--- config.mk ---
export PLATFORM = sky130hd
export DESIGN_NAME = uart_tx_arbiter_flat
export DESIGN_NICKNAME = d
export VERILOG_FILES = /design/src/rtl/uart_pkg.sv /design/src/rtl/uart_tx_arbiter_if.sv /design/src/rtl/uart_rr_picker.sv /design/src/rtl/uart_tx_arbiter.sv /design/src/flat_wrapper.sv
export SDC_FILE = /design/constraint.sdc
export NUM_CORES = 1
export LEC_CHECK = 0
export ABC_AREA = 1
export BUFFER_PORTS_ARGS = -buffer_cell sky130_fd_sc_hd__buf_2
export CELL_PAD_IN_SITES_DETAIL_PLACEMENT = 1
export CELL_PAD_IN_SITES_GLOBAL_PLACEMENT = 2
export CORE_MARGIN = 2
export CORE_UTILIZATION = 24
export CTS_CLUSTER_DIAMETER = 150
export DETAILED_ROUTE_END_ITERATION = 10
export PLACE_DENSITY = 0.84
export SYNTH_ARGS = -nofsm -noshare
export SYNTH_HDL_FRONTEND = slang
export SYNTH_HIERARCHICAL = 1
export SYNTH_SLANG_ARGS = --single-unit
--- constraint.sdc ---
create_clock -name clk -period 2.35 [get_ports clk]
set_input_delay 0.235 -clock clk [delete_from_list [all_inputs] [get_ports clk]]
set_output_delay 0.235 -clock clk [all_outputs]
set_load 0.01 [all_outputs]
--- src/rtl/uart_pkg.sv ---
// Shared types and helpers for the UART TX arbiter slice.
package uart_pkg;

    typedef enum logic [1:0] {
        ST_IDLE  = 2'd0,
        ST_ISSUE = 2'd1,
        ST_SEND  = 2'd2,
        ST_GAP   = 2'd3
    } arb_state_e;

    localparam int unsigned OVERSAMPLE_DEF = 16;

    function automatic int unsigned clog2(input int unsigned v);
        int unsigned r;
        r = 0;
        for (int unsigned i = 0; i < 32; i++) begin
            if ((64'd1 << i) < 64'(v)) r = i + 1;
        end
        return r;
    endfunction

endpackage

--- src/rtl/uart_tx_arbiter_if.sv ---
// Byte-producer and transmitter handshake bundle for uart_tx_arbiter.
interface uart_tx_arbiter_if #(
    parameter int unsigned NUM_REQ = 4,
    parameter int unsigned GRANT_W = 2
) ();
    logic [NUM_REQ-1:0]   req_valid;
    logic [8*NUM_REQ-1:0] req_data;
    logic [NUM_REQ-1:0]   req_ready;
    logic                 baud_tick;
    logic                 tx_start;
    logic [7:0]           tx_data;
    logic                 tx_busy;
    logic                 tx_done;
    logic [GRANT_W-1:0]   grant_id;
    logic                 arb_busy;
    logic                 err_timeout;

    modport slave (
        input  req_valid, req_data, baud_tick, tx_busy, tx_done,
        output req_ready, tx_start, tx_data, grant_id, arb_busy, err_timeout
    );

    modport master (
        output req_valid, req_data, baud_tick, tx_busy, tx_done,
        input  req_ready, tx_start, tx_data, grant_id, arb_busy, err_timeout
    );
endinterface

--- src/rtl/uart_rr_picker.sv ---
// Combinational round-robin pick: first set request after last_grant, with wrap.
module uart_rr_picker #(
    parameter int unsigned NUM_REQ = 4,
    parameter int unsigned GRANT_W = 2
) (
    input  logic [NUM_REQ-1:0] req,
    input  logic [GRANT_W-1:0] last_grant,
    output logic [NUM_REQ-1:0] grant,
    output logic [GRANT_W-1:0] idx,
    output logic               any
);
    logic found;

    always_comb begin
        found = 1'b0;
        idx   = '0;
        grant = '0;
        // Upper half (above last_grant) first, then wrap to the lowest set bit.
        for (int unsigned i = 0; i < NUM_REQ; i++) begin
            if (!found && req[i] && (GRANT_W'(i) > last_grant)) begin
                found = 1'b1;
                idx   = GRANT_W'(i);
            end
        end
        for (int unsigned i = 0; i < NUM_REQ; i++) begin
            if (!found && req[i]) begin
                found = 1'b1;
                idx   = GRANT_W'(i);
            end
        end
        for (int unsigned i = 0; i < NUM_REQ; i++) begin
            grant[i] = found && (idx == GRANT_W'(i));
        end
        any = found;
    end
endmodule

--- src/rtl/uart_tx_arbiter.sv ---
// Round-robin sharing of one UART transmitter among NUM_REQ byte producers.
// Optional SEND watchdog enabled by defining UART_TX_ARB_WATCHDOG_EN.
module uart_tx_arbiter
    import uart_pkg::*;
#(
    parameter int unsigned NUM_REQ     = 4,
    parameter int unsigned GRANT_W     = 2,
    parameter int unsigned OVERSAMPLE  = OVERSAMPLE_DEF,
    parameter int unsigned GAP_BITS    = 1,
    parameter int unsigned TIMEOUT_CYC = 200000
) (
    input  logic               clk,
    input  logic               reset_n,
    uart_tx_arbiter_if.slave   bus
);
    localparam int unsigned GAP_TERM = GAP_BITS * OVERSAMPLE;
    localparam int unsigned GAP_W    = (clog2(GAP_TERM + 1) > 0) ? clog2(GAP_TERM + 1) : 1;
    localparam int unsigned GAP_LAST = (GAP_TERM > 0) ? GAP_TERM - 1 : 0;

    if (GRANT_W != clog2(NUM_REQ) || NUM_REQ < 2 || NUM_REQ > 8 || TIMEOUT_CYC < 1) begin : g_bad_params
        $error("uart_tx_arbiter: inconsistent parameters");
    end

    arb_state_e         state_q, state_d;
    logic [GRANT_W-1:0] last_grant_q, last_grant_d;
    logic [GRANT_W-1:0] grant_id_q, grant_id_d;
    logic [7:0]         tx_data_q, tx_data_d;
    logic [GAP_W-1:0]   gap_cnt_q, gap_cnt_d;
    logic               tx_start;
    logic               err_timeout;

    logic [NUM_REQ-1:0] pick_onehot;
    logic [GRANT_W-1:0] pick_idx;
    logic               pick_any;
    logic [7:0]         sel_byte;

`ifdef UART_TX_ARB_WATCHDOG_EN
    localparam int unsigned WD_W = (clog2(TIMEOUT_CYC) > 0) ? clog2(TIMEOUT_CYC) : 1;
    logic [WD_W-1:0] wd_cnt_q, wd_cnt_d;
`endif

    uart_rr_picker #(
        .NUM_REQ (NUM_REQ),
        .GRANT_W (GRANT_W)
    ) u_picker (
        .req        (bus.req_valid),
        .last_grant (last_grant_q),
        .grant      (pick_onehot),
        .idx        (pick_idx),
        .any        (pick_any)
    );

    always_comb begin
        sel_byte = '0;
        for (int unsigned i = 0; i < NUM_REQ; i++) begin
            if (pick_idx == GRANT_W'(i)) sel_byte = bus.req_data[8*i +: 8];
        end
    end

    always_comb begin
        state_d      = state_q;
        last_grant_d = last_grant_q;
        grant_id_d   = grant_id_q;
        tx_data_d    = tx_data_q;
        gap_cnt_d    = gap_cnt_q;
        tx_start     = 1'b0;
        err_timeout  = 1'b0;
`ifdef UART_TX_ARB_WATCHDOG_EN
        wd_cnt_d     = wd_cnt_q;
`endif
        case (state_q)
            ST_IDLE: begin
                if (pick_any) begin
                    tx_data_d    = sel_byte;
                    grant_id_d   = pick_idx;
                    last_grant_d = pick_idx;
                    state_d      = ST_ISSUE;
                end
            end
            ST_ISSUE: begin
                if (!bus.tx_busy) begin
                    tx_start = 1'b1;
                    state_d  = ST_SEND;
`ifdef UART_TX_ARB_WATCHDOG_EN
                    wd_cnt_d = '0;
`endif
                end
            end
            ST_SEND: begin
                // tx_done takes priority over a watchdog expiry in the same cycle.
                if (bus.tx_done) begin
                    state_d = (GAP_TERM != 0) ? ST_GAP : ST_IDLE;
                end
`ifdef UART_TX_ARB_WATCHDOG_EN
                else if (wd_cnt_q == WD_W'(TIMEOUT_CYC - 1)) begin
                    err_timeout = 1'b1;
                    state_d     = ST_GAP;
                end else begin
                    wd_cnt_d = wd_cnt_q + 1'b1;
                end
`endif
            end
            ST_GAP: begin
                if (GAP_TERM == 0) begin
                    state_d = ST_IDLE;
                end else if (bus.baud_tick) begin
                    if (gap_cnt_q >= GAP_W'(GAP_LAST)) begin
                        gap_cnt_d = '0;
                        state_d   = ST_IDLE;
                    end else begin
                        gap_cnt_d = gap_cnt_q + 1'b1;
                    end
                end
            end
            default: state_d = ST_IDLE;
        endcase
    end

    always_ff @(posedge clk or negedge reset_n) begin
        if (!reset_n) begin
            state_q      <= ST_IDLE;
            last_grant_q <= GRANT_W'(NUM_REQ - 1);
            grant_id_q   <= '0;
            tx_data_q    <= '0;
            gap_cnt_q    <= '0;
`ifdef UART_TX_ARB_WATCHDOG_EN
            wd_cnt_q     <= '0;
`endif
        end else begin
            state_q      <= state_d;
            last_grant_q <= last_grant_d;
            grant_id_q   <= grant_id_d;
            tx_data_q    <= tx_data_d;
            gap_cnt_q    <= gap_cnt_d;
`ifdef UART_TX_ARB_WATCHDOG_EN
            wd_cnt_q     <= wd_cnt_d;
`endif
        end
    end

    // req_ready is combinational, so it is also masked while reset is asserted.
    assign bus.req_ready   = (reset_n && state_q == ST_IDLE) ? pick_onehot : '0;
    assign bus.tx_start    = tx_start;
    assign bus.tx_data     = tx_data_q;
    assign bus.grant_id    = grant_id_q;
    assign bus.arb_busy    = (state_q != ST_IDLE);
    assign bus.err_timeout = err_timeout;
endmodule

--- src/flat_wrapper.sv ---
// flat-port wrapper written by rule: the top's interface ports become plain ports
module uart_tx_arbiter_flat import uart_pkg::*;
#(
    parameter int unsigned NUM_REQ     = 4,
    parameter int unsigned GRANT_W     = 2,
    parameter int unsigned OVERSAMPLE  = OVERSAMPLE_DEF,
    parameter int unsigned GAP_BITS    = 1,
    parameter int unsigned TIMEOUT_CYC = 200000
)
  (clk, reset_n, bus_req_valid, bus_req_data, bus_baud_tick, bus_tx_busy, bus_tx_done, bus_req_ready, bus_tx_start, bus_tx_data, bus_grant_id, bus_arb_busy, bus_err_timeout);
  uart_tx_arbiter_if #(.NUM_REQ(NUM_REQ), .GRANT_W(GRANT_W)) bus_i ();
  input  logic clk;
  input  logic reset_n;
  input wire logic [$bits(bus_i.req_valid)-1:0] bus_req_valid;
  input wire logic [$bits(bus_i.req_data)-1:0] bus_req_data;
  input wire logic [$bits(bus_i.baud_tick)-1:0] bus_baud_tick;
  input wire logic [$bits(bus_i.tx_busy)-1:0] bus_tx_busy;
  input wire logic [$bits(bus_i.tx_done)-1:0] bus_tx_done;
  output wire logic [$bits(bus_i.req_ready)-1:0] bus_req_ready;
  output wire logic [$bits(bus_i.tx_start)-1:0] bus_tx_start;
  output wire logic [$bits(bus_i.tx_data)-1:0] bus_tx_data;
  output wire logic [$bits(bus_i.grant_id)-1:0] bus_grant_id;
  output wire logic [$bits(bus_i.arb_busy)-1:0] bus_arb_busy;
  output wire logic [$bits(bus_i.err_timeout)-1:0] bus_err_timeout;
  assign bus_i.req_valid = bus_req_valid;
  assign bus_i.req_data = bus_req_data;
  assign bus_i.baud_tick = bus_baud_tick;
  assign bus_i.tx_busy = bus_tx_busy;
  assign bus_i.tx_done = bus_tx_done;
  assign bus_req_ready = bus_i.req_ready;
  assign bus_tx_start = bus_i.tx_start;
  assign bus_tx_data = bus_i.tx_data;
  assign bus_grant_id = bus_i.grant_id;
  assign bus_arb_busy = bus_i.arb_busy;
  assign bus_err_timeout = bus_i.err_timeout;
  uart_tx_arbiter #(.NUM_REQ(NUM_REQ), .GRANT_W(GRANT_W), .OVERSAMPLE(OVERSAMPLE), .GAP_BITS(GAP_BITS), .TIMEOUT_CYC(TIMEOUT_CYC)) u_core (.clk(clk), .reset_n(reset_n), .bus(bus_i));
endmodule
==> results by group <==
STA
  – Hold Fails Final Rpt: 0
  – Final hold slack: 0.214 ns
  – Crit path time final: 2.00 ns
  – Layout Skew: 0.00211 ns
  – Unrepaired setup endpoints after global routing: no
  – Max-slew violations: 0
  – Fmax: 500 MHz
  – Final Setup Violations: 0
  – Fin crit share: 85.1%
  – Setup TNS: 0 ns

Routing
  – Residual DRC: 0
  – Routed len/inst: 11.5 µm
  – Routed Antenna Nets: 0
  – DRT Pass-1 Iters: 4
  – Routed vias/inst: 4.26
  – Final wirelength: 3.76 mm
  – Initial DRC Count: 47
  – Vias: 1397

Die
  – Initial core utilization: 24.9%
  – Die ar.: 0.00635 mm²
  – Placement row count: 27
  – Die Ht: 79.7 µm
  – Io pins: 58
  – Die Width: 79.7 µm
  – Core area: 0.00551 mm²

Cells and area
  – Share of cells above drive strength 1: 32.4%
  – Diode count: 0
  – Fin nets: 304
  – Finished Layout Cells: 328
  – Cell area after layout: 0.00178 mm²
  – Synthesis-to-layout area growth: 29.9%

CTS
  – Clock Latency Late Sink: 0.25 ns
  – Post-CTS Setup Bufs: 0
  – Clock root buffer: clkbuf_8
  – H-tree depth: 1
  – Clk slew on worst S/H paths: 0.07 ns
  – Num CTS Buffers: 3
  – Clock sinks: 19
  – CTS tree: done
  – Max clock buf depth: 2

Critical path
  – FF-to-FF path depth: 12
  – Worst Setup Start Kind: flip-flop
  – Reg-to-Reg Start: u_core/last_grant_q[1]$_DFFE_PN1P_
  – Worst Path Required: 2.12 ns
  – WP data arrival: 1.76 ns
  – Critical path fanouts, max: 7
  – Register-to-register setup slack: 0.39 ns
  – Crit path kind: flip-flop to output port
  – Reg-to-reg endpoint: u_core/bus.tx_data[5]$_DFFE_PN0P_
  – Setup crit end kind: output port

Yosys
  – Synth Area in Adders: 5.46%
  – Synthesized instance count: 196
  – Post-Syn Area: 0.00137 mm²
  – Cell taking the most area after synthesis: dfrtp_1
  – Area share of the largest cell type after synthesis: 31.0%
  – Yosys warns: 6
  – EDFF count, synth: 0
  – Distinct cell type count after synthesis: 29
  – Largest family of logic cells by synthesized area: simple AND/OR/NAND/NOR gates
  – Commonest cells post-synth: nand2_1, inv_1, nor2_1
  – Main area contributors after synthesis: dfrtp_1, nand2_1, nand3_1, inv_1, ha_1
  – Post-Synth Simple-Gate Area: 39.3%
  – Syn Area/Cell: 7.01 µm²
  – Async SR Flop Fraction: 100%
  – Seq cells post-synth: 19
  – Synth Area in XOR/XNOR: 0.638%
  – Synth Area in Compound Gates: 9.84%
  – Seq/Total Area, Yosys: 34.8%
  – Top-count cell post-synth: nand2_1
  – Net Count, Synth: 243
  – Ys flop type: dfrtp_1
  – Mux cell area share after synthesis: 0%

Power
  – Pleak: 0.982 nW
  – Pwr Density: 1140 mW/mm²
  – VDD IR-drop max: 279 µV

Worst hold path
  – Hold depth: 2
  – Hold_sp: bus_baud_tick
  – Hold WC Path Type: input port to flip-flop
  – Worst Hold End: u_core/gap_cnt_q[3]$_DFFE_PN0P_

Place
  – Routability cong.: 0.792
  – Inst Count DP: 323
  – IO Port Bufs: 56
  – Placed instance area: 0.00173 mm²
  – Hpwl dp: 3.18 mm

Global routing
  – Pin count of the biggest net entering global routing: 20
  – GRT Total Usage: 12.6%
  – Vias in the first global route: 1490
  – Initial antenna violation count: 0
  – Global-route wire length before repair: 6.51 mm
  – Total gr overflow: 0

Status
  – Status: finished, final reports clean

Flow run
  – Max-Cap Viols: 0
[flip-flops by register name (all words and copies together) (netlist names)]
| name | count |
|---|---|
| u_core/bus.tx_data | 8 |
| u_core/state_q | 2 |
| u_core/last_grant_q | 2 |
| u_core/bus.grant_id | 2 |
| u_core/gap_cnt_q | 5 |
[placed cells by master (no fill, tap or decap)]
cell type,count
a21oi_1,1
a31oi_1,2
and3_1,1
buf_2,56
buf_4,4
clkbuf_8,3
clkinv_1,1
clkinv_2,1
conb_1,1
dfrtp_1,17
dfstp_2,2
dlygate4sd3_1,1
ha_1,6
inv_1,21
inv_2,1
nand2_1,62
nand2_2,7
nand3_1,18
nand4_1,2
nand4_4,1
nor2_1,19
nor2_2,6
nor2_8,1
nor3_1,1
o211ai_1,4
o21a_1,1
o21ai_0,6
o21ai_1,7
o21ai_2,1
o22ai_1,1
xor2_1,1
[metrics by stage]
stage	setup WS, ns	util [%]	power [mW]
after floorplan	0.574	-	1.49
after global placement	0.429	31.4	1.81
after detailed placement	0.372	31.4	1.85
after CTS	0.321	32.4	2.09
after global routing	0.209	32.4	2.28
final	0.351	32.4	2.03
[metal layers]
| layer | GRT usage [%] | up-vias | share of wire [%] |
|---|---|---|---|
| li1 | - | 742 | - |
| met2 | 22.1 | 30 | 48 |
| met1 | 16.2 | 623 | 47 |
| met5 | 0 | - | 0 |
| met3 | 1.58 | 2 | 4.2 |
| met4 | 3.62 | 0 | 0.80 |
[report_power, final]
group / switching [mW] / total, mW / internal, mW
Combinational: 0.750 / 1.20 / 0.452
Sequential: 0.112 / 0.607 / 0.495
Clock: 0.106 / 0.223 / 0.118
Total: 0.967 / 2.03 / 1.06
[cell families after synthesis]
| family | count (synthesis) |
|---|---|
| compound gates | 23 |
| xor+xnor | 1 |
| fa+ha+maj | 6 |
| buf+inv | 28 |
| flops | 19 |
| other cells | 1 |
| simple gates | 118 |
[cell type report]
cell class | instances | area [µm²]
fill | 729 | 3720
timing repair buffer | 61 | 320
inverter | 23 | 86.3
clock inverter | 1 | 5.00
tap | 72 | 90.1
sequential | 19 | 478
multi-input combinational | 149 | 763
clock buffer | 3 | 41.3
[critical path, cell delays in order, from the launching register on]
cell and delay [ns]:
dfstp_2 0.55, nand2_1 0.07, nand2_2 0.11, nand2_2 0.06
nand2_1 0.06, inv_1 0.06, nor2_2 0.13, nand2_2 0.13
nor2_2 0.10, inv_1 0.04, nor2_1 0.08, buf_2 0.13
[timing repair]
| action | 4_1_cts | 5_1_grt |
|---|---|---|
| gates resized for setup | 0 | 0 |
| endpoints found under the setup margin | 0 | 0 |
| endpoints found under the hold margin | 17 | 0 |
| hold buffers | 1 | 0 |
[worst max-delay path by stage]
stage                                             startpoint                                 to  slack, ns
after floorplan           u_core/last_grant_q[1]$_DFFE_PN1P_  u_core/bus.tx_data[0]$_DFFE_PN0P_       0.57
after global placement    u_core/last_grant_q[1]$_DFFE_PN1P_  u_core/bus.tx_data[5]$_DFFE_PN0P_       0.43
after detailed placement  u_core/last_grant_q[1]$_DFFE_PN1P_  u_core/bus.tx_data[5]$_DFFE_PN0P_       0.37
after CTS                 u_core/last_grant_q[1]$_DFFE_PN1P_                   bus_req_ready[0]       0.32
after global routing      u_core/last_grant_q[1]$_DFFE_PN1P_  u_core/bus.tx_data[6]$_DFFE_PN0P_       0.21
final                     u_core/last_grant_q[1]$_DFFE_PN1P_                   bus_req_ready[0]       0.35
(Power assumes the default switching activity.)
